[config.mk]
export PLATFORM = sky130hd
export DESIGN_NAME = pcla_adder
export DESIGN_NICKNAME = d
export VERILOG_FILES = /design/src/rtl/pcla_adder.sv
export SDC_FILE = /design/constraint.sdc
export NUM_CORES = 1
export LEC_CHECK = 0
export BUFFER_PORTS_ARGS = -buffer_cell sky130_fd_sc_hd__buf_2
export CAP_MARGIN = 0
export CORE_ASPECT_RATIO = 0.5
export CORE_MARGIN = 2
export CORE_UTILIZATION = 29
export CTS_BUF_LIST = sky130_fd_sc_hd__clkbuf_4 sky130_fd_sc_hd__clkbuf_8 sky130_fd_sc_hd__clkbuf_16
export DETAILED_ROUTE_END_ITERATION = 8
export GPL_TIMING_DRIVEN = 0
export SYNTH_ARGS = -nofsm -noshare
export SYNTH_HDL_FRONTEND = slang
export SYNTH_SLANG_ARGS = --single-unit
[constraint.sdc]
create_clock -name clk -period 3.3 [get_ports clk]
set_clock_uncertainty 0.15 [all_clocks]
set_input_delay 0.495 -clock clk [delete_from_list [all_inputs] [get_ports clk]]
set_output_delay 0.495 -clock clk [all_outputs]
set_load 0.005 [all_outputs]
[src/rtl/pcla_adder.sv]
// rtl/pcla_adder.sv - pipelined carry-lookahead adder/subtractor, one 4-bit group per stage
//
// Purpose : z = x + y + cin (sub=0) or z = x - y (sub=1), WIDTH bits wide,
//           processed one 4-bit lookahead group per pipeline stage with the
//           group carry registered between stages. Full throughput with a
//           single global advance enable shared by every stage.
// Params  : WIDTH  operand/result width, multiple of 4 and >= 4
//           STAGES WIDTH/4 (derived)
// Ports   : clk, rst_n (sync, active-low)
//           in_valid/in_ready    operand handshake; sub, cin, x, y sampled on transfer
//           out_valid/out_ready  result handshake; z, cout, ovf from last-stage register
// Macro   : PCLA_SAT_EN - signed saturation of z when ovf=1 (flags unchanged)
module pcla_adder #(
   parameter int WIDTH = 16
) (
   input  logic             clk,
   input  logic             rst_n,
   input  logic             in_valid,
   output logic             in_ready,
   input  logic             sub,
   input  logic             cin,
   input  logic [WIDTH-1:0] x,
   input  logic [WIDTH-1:0] y,
   output logic             out_valid,
   input  logic             out_ready,
   output logic [WIDTH-1:0] z,
   output logic             cout,
   output logic             ovf
);
   localparam int STAGES = WIDTH / 4;

   logic             adv;
   logic [WIDTH-1:0] yi;
   logic             c0;

   // Whole pipeline moves together; stalls only when a result is waiting.
   assign adv      = ~out_valid | out_ready;
   assign in_ready = adv;
   assign yi       = sub ? ~y : y;
   assign c0       = sub | cin;

   // 4-bit lookahead group: returns {carry_out, sum[3:0]}, every carry in
   // two-level form so nothing ripples inside the group.
   function automatic logic [4:0] cla4(input logic [3:0] a, input logic [3:0] b,
                                       input logic c);
      logic [3:0] g, p, cv;
      logic       c4;
      g     = a & b;
      p     = a ^ b;
      cv[0] = c;
      cv[1] = g[0] | (p[0] & c);
      cv[2] = g[1] | (p[1] & g[0]) | (p[1] & p[0] & c);
      cv[3] = g[2] | (p[2] & g[1]) | (p[2] & p[1] & g[0]) | (p[2] & p[1] & p[0] & c);
      c4    = g[3] | (p[3] & g[2]) | (p[3] & p[2] & g[1]) | (p[3] & p[2] & p[1] & g[0])
            | (p[3] & p[2] & p[1] & p[0] & c);
      return {c4, p ^ cv};
   endfunction

   for (genvar j = 0; j < STAGES; j++) begin : g_stage
      localparam int SW = 4 * (j + 1);     // sum bits accumulated after this stage
      localparam int OW = WIDTH - 4 * j;   // operand bits not yet consumed on entry

      logic          v_in, c_in;
      logic [OW-1:0] x_src, y_src;
      logic [SW-1:0] sum_d, sum_n;
      logic [4:0]    grp;
      logic          v_q, c_q;
      logic [SW-1:0] sum_q;

      // Operands are forwarded shifted down, so the current group is always bits [3:0].
      assign grp = cla4(x_src[3:0], y_src[3:0], c_in);

      if (j == 0) begin : g_src
         assign v_in  = in_valid;
         assign x_src = x;
         assign y_src = yi;
         assign c_in  = c0;
         assign sum_d = grp[3:0];
      end else begin : g_src
         assign v_in  = g_stage[j-1].v_q;
         assign x_src = g_stage[j-1].g_fwd.x_q;
         assign y_src = g_stage[j-1].g_fwd.y_q;
         assign c_in  = g_stage[j-1].c_q;
         assign sum_d = {grp[3:0], g_stage[j-1].sum_q};
      end

      if (j < STAGES - 1) begin : g_fwd
         logic [OW-5:0] x_q, y_q;
         always_ff @(posedge clk) begin
            if (!rst_n) begin
               x_q <= '0;
               y_q <= '0;
            end else if (adv) begin
               x_q <= x_src[OW-1:4];
               y_q <= y_src[OW-1:4];
            end
         end
         assign sum_n = sum_d;
      end else begin : g_last
         logic c_msb;
         logic ovf_d;
         logic ovf_q;
         // Carry into the MSB recovered from its sum bit: s3 = p3 ^ c3.
         assign c_msb = grp[3] ^ x_src[3] ^ y_src[3];
         assign ovf_d = c_msb ^ grp[4];
`ifdef PCLA_SAT_EN
         // x_src[3] is x[WIDTH-1], forwarded with the unconsumed operand bits.
         always_comb begin
            sum_n = sum_d;
            if (ovf_d) begin
               sum_n = x_src[3] ? {1'b1, {(SW-1){1'b0}}} : {1'b0, {(SW-1){1'b1}}};
            end
         end
`else
         assign sum_n = sum_d;
`endif
         always_ff @(posedge clk) begin
            if (!rst_n) begin
               ovf_q <= 1'b0;
            end else if (adv) begin
               ovf_q <= ovf_d;
            end
         end
      end

      always_ff @(posedge clk) begin
         if (!rst_n) begin
            v_q   <= 1'b0;
            sum_q <= '0;
            c_q   <= 1'b0;
         end else if (adv) begin
            v_q   <= v_in;
            sum_q <= sum_n;
            c_q   <= grp[4];
         end
      end
   end

   assign out_valid = g_stage[STAGES-1].v_q;
   assign z         = g_stage[STAGES-1].sum_q;
   assign cout      = g_stage[STAGES-1].c_q;
   assign ovf       = g_stage[STAGES-1].g_last.ovf_q;

endmodule
* After elaboration in Yosys (flattened, before gate mapping)
Cells that the tools add are included.
Storage, ports and cells: register bits 97, input bits 38, output and inout port bits 20, logic and storage cells 143
Operators by class: multiplexer cells 1, bitwise gates (word level) 123
Operator list (count):
- $and A1 B1 Y1 | 64
- $or A1 B1 Y1 | 42
- $xor A4 B4 Y4 | 8
- $and A4 B4 Y4 | 4
- $mux W16 | 1
- $not A16 Y16 | 1
- $xor A1 B1 Y1 | 3
- $not A1 Y1 | 1

* Longest topological paths before layout
depth after elaboration 9, mapped depth 8, depth with buffers taken out 6

* Worst setup path before layout
Ideal clock, no wire load.
kind in2reg, start input sub, end register g_stage[0].sum_q[3], setup time 0.062 ns, arrival 2.049 ns, data required time 3.088 ns, path slack 1.039 ns, stages on the path 8, buffers on the path 2, path through buf_6 buf_2 xor2_1 ha_1 o21a_1 o211a_1 or3_1 nand3_1
Between the ends: longest elaborated chain between the ends 7, elaborated cells on any way between the ends 13, classes of those cells mux (1); bitwise (12)
RTL lines:
- start, declared | RTL line 20 | input logic sub,
- $mux W16 | RTL line 39 | assign yi = sub ? ~y : y;
- $xor A4 B4 Y4 or $and A4 B4 Y4 (tied branches) | RTL line 49, 48
- $and A1 B1 Y1 | RTL line 53 | cv[3] = g[2] | (p[2] & g[1]) | (p[2] & p[1] & g[0]) | (p[2] & p[1] & p[0] & c);
- $or A1 B1 Y1 or $and A1 B1 Y1 (tied branches) (2 in series) | RTL line 53
- $or A1 B1 Y1 | RTL line 53
- $xor A4 B4 Y4 * | RTL line 56 | return {c4, p ^ cv};
- end signal, assigned | RTL line 133 | sum_q <= sum_n;
- end, declared | RTL line 68 | logic [SW-1:0] sum_q;
Every way passes the cells marked *; elsewhere a longest branch is shown, timed or not. A chain may end at the register's enable or synchronous reset.

* Worst setup path after layout
start register g_stage[3].v_q, in the netlist out_valid, end output in_ready
Between the ends: longest elaborated chain between the ends 2
RTL lines:
- start, declared | RTL line 67 | logic v_q, c_q;
- start signal, assigned | RTL line 132 | v_q <= v_in;
- $not A1 Y1 | RTL line 37 | assign adv = ~out_valid | out_ready;
- $or A1 B1 Y1 | RTL line 37
- end, declared | RTL line 19 | output logic in_ready,
No other way between the ends.

==> metrics <==
status finished, final reports clean; # rows 31; Clock Tree Root clkbuf_16; DRC viols 0; WL/cell 13.7 um; final setup violation count 0; Core Util, Final 35.5%; CP most frequent cell buf_2; initial drt markers 207; hold path depth 3; Post-synth EDFFs 0; total die area 16100 um^2; ANT cells 0; commonest non-fill, non-tap cell in the layout nand2_1; Min-Delay Endpoint g_stage[0].g_fwd.x_q[8]; HPWL Detailed approximately 7800 um; Hold Fails Final Rpt 0; first-pass GRT wire length around 17000 um; H-tree levels 3; slowest library cell on the worst path dfxtp_1; max capacitance violation total 0; Initial Util 29.9%; # IOs 58; post-CTS sizing 0; worst-path fanout max 10; layout cells sized above 1 15.8%; crit start category register; Power per Cell Area between 500 and 600 nW/um^2; cts hold-fix bufs 0; Netlist cell types 36; largest net degree at the start of global routing 15; vias per cell 4.57; # Post-CTS Setup Buffers 0; nets 622; Setup Total Neg Slack 0 ps; CP max stage delay 300 ps; Seq cells post-synth a little under 100; Post-Synthesis Cells 498; grt total ovfl 0; hold_sp x[12]; Synth Flop Type dfxtp_1; Hold WS roughly 260 ps; CTS buffer count 9; die height ~90 um; synth top area cells dfxtp_1 45%, nand2_1 13%, a21boi_0 12%, ha_1 4.6%, o211a_1 3.9%; syn_nets 556; Worst setup EP type primary output; Core ar. 14600 um^2; port bufs 55; Longest Clk Path Bufs 2; Final Max Slew Viols 0; ys async rst share 0%; clk slew on worst S/H paths 60 ps; setup slack, reg-to-reg 1360 ps; Peak VDD IR around 0.26 mV; vias in the first global route 3381; Worst Hold Class in2reg; chip width 177 um; Synth Warn # 0; Skew-Pair Late Insertion Delay around 340 ps; Synth area leader dfxtp_1; Synth Area per Inst 8.75 um^2; worst r2r path cells 5; reg-to-reg critical path startpoint g_stage[2].g_fwd.x_q[1]; Final min period 2350 ps; sequential area share after synthesis 44.6%; Data arrival, critical path 1700 ps; Slew HR 64.3%; Max Freq between 400 and 500 MHz; final WL 10500 um; clk sinks 97; Initial DRT Pass Iterations 4; area delta synth->final 18.9%; Critical R2R Capture ovf; All-Layer GR Usage between 10% and 20%; Worst Path Required 2650 ps; worst-margin pin slew 535 ps; commonest cells after routing, fill and taps aside 155 x nand2_1, 97 x dfxtp_1, 71 x buf_2, 69 x a21boi_0, 18 x xnor2_1; Lkg Pwr 2.29 nW; critical-path cell list and2b_1 -> inv_2 -> buf_2 -> buf_2 -> buf_2; DR vias 3501; Synth top area share 44.6%; initial antenna violation count 0; RSZ-0062 raised after global routing no; Tcrit/Tclk final 71.2%; CP Class reg2out; CTS tree done; RePlAce Congestion 0.783; ANT nets after route 0; Mapped Area 4360 um^2
-- per-stage QoR --
stage	total power [W]	std cells	cell area, um^2	worst slack [ps]
after floorplan	0.00151	498	4360	1040
after global placement	0.00161	751	4880	929
after detailed placement	0.00161	751	4880	890
after CTS	0.00267	766	5180	927
after global routing	0.00276	766	5180	809
final	0.00264	766	5180	951
-- how the worst max path moves through the flow --
| stage | start | endpoint | slack (ps) |
|---|---|---|---|
| finish | out_valid | in_ready | 950 |
| global route | out_valid | in_ready | 810 |
| CTS | out_valid | in_ready | 930 |
| detailed placement | sub | g_stage[0].sum_q[3] | 890 |
| global placement | sub | g_stage[0].sum_q[3] | 930 |
| floorplan | sub | g_stage[0].sum_q[3] | 1040 |
-- per-layer routing --
metal  up-vias  wire length [um]  global-route usage (%)
met4         0               124                    4.23
met2        54              4630                    21.3
li1       1807                 -                       -
met5         -                 0                       0
met1      1634              5400                    18.7
met3         6               324                    3.41
-- where the power goes --
group	switching, W	total [W]	internal, W	leakage, nW
combinational	0.000150	0.000289	0.000139	1.34
clock	0.000427	0.00106	0.000631	0.152
sequential	0.0000477	0.00130	0.00125	0.797
-- sequential cells by signal, indices dropped and copies added (netlist names) --
signal             count
g_stage.c_q            3
ovf                    1
g_stage.v_q            3
out_valid              1
cout                   1
g_stage.g_fwd.x_q     24
z                     16
g_stage.sum_q         24
g_stage.g_fwd.y_q     24
-- cell families (layout without fill, tap and decap cells) --
group,after synthesis,in the layout,share of synthesized area [%]
compound gates,120,120,20.9
xor+xnor,23,23,4.63
fa+ha+maj,20,20,6.43
buf+inv,44,114,4.42
flops,97,97,44.6
mux,1,1,0.230
simple gates,193,193,18.8
-- final cells by class --
cell class | instances | area (um^2)
plain buffers | 35 | 159
clock buffers | 12 | 260
clock inverters | 3 | 40.0
fillers | 1545 | 9410
inverters | 9 | 33.8
multi-input cells | 357 | 2220
flip-flops and latches | 97 | 1940
well taps | 198 | 248
repair buffers | 55 | 275
-- cells in the mapped netlist (all sizes together), types with 3 or more instances --
cell,n
a21oi,6
o211a,17
a21o,4
fa,4
o21ai,12
buf,19
o21a,4
nand3,14
ha,16
clkbuf,16
inv,9
xnor2,18
or3,5
nor2,4
dfxtp,97
nand2,155
a21boi,69
xor2,5
a211o,3
-- critical path, delay by kind of cell (launching register included) --
family,cells,cell delay (ps)
buffers and inverters,4,870
DFF,1,300
and+or+nand+nor,1,190
Note: power is estimated with default switching activity, not from simulation.
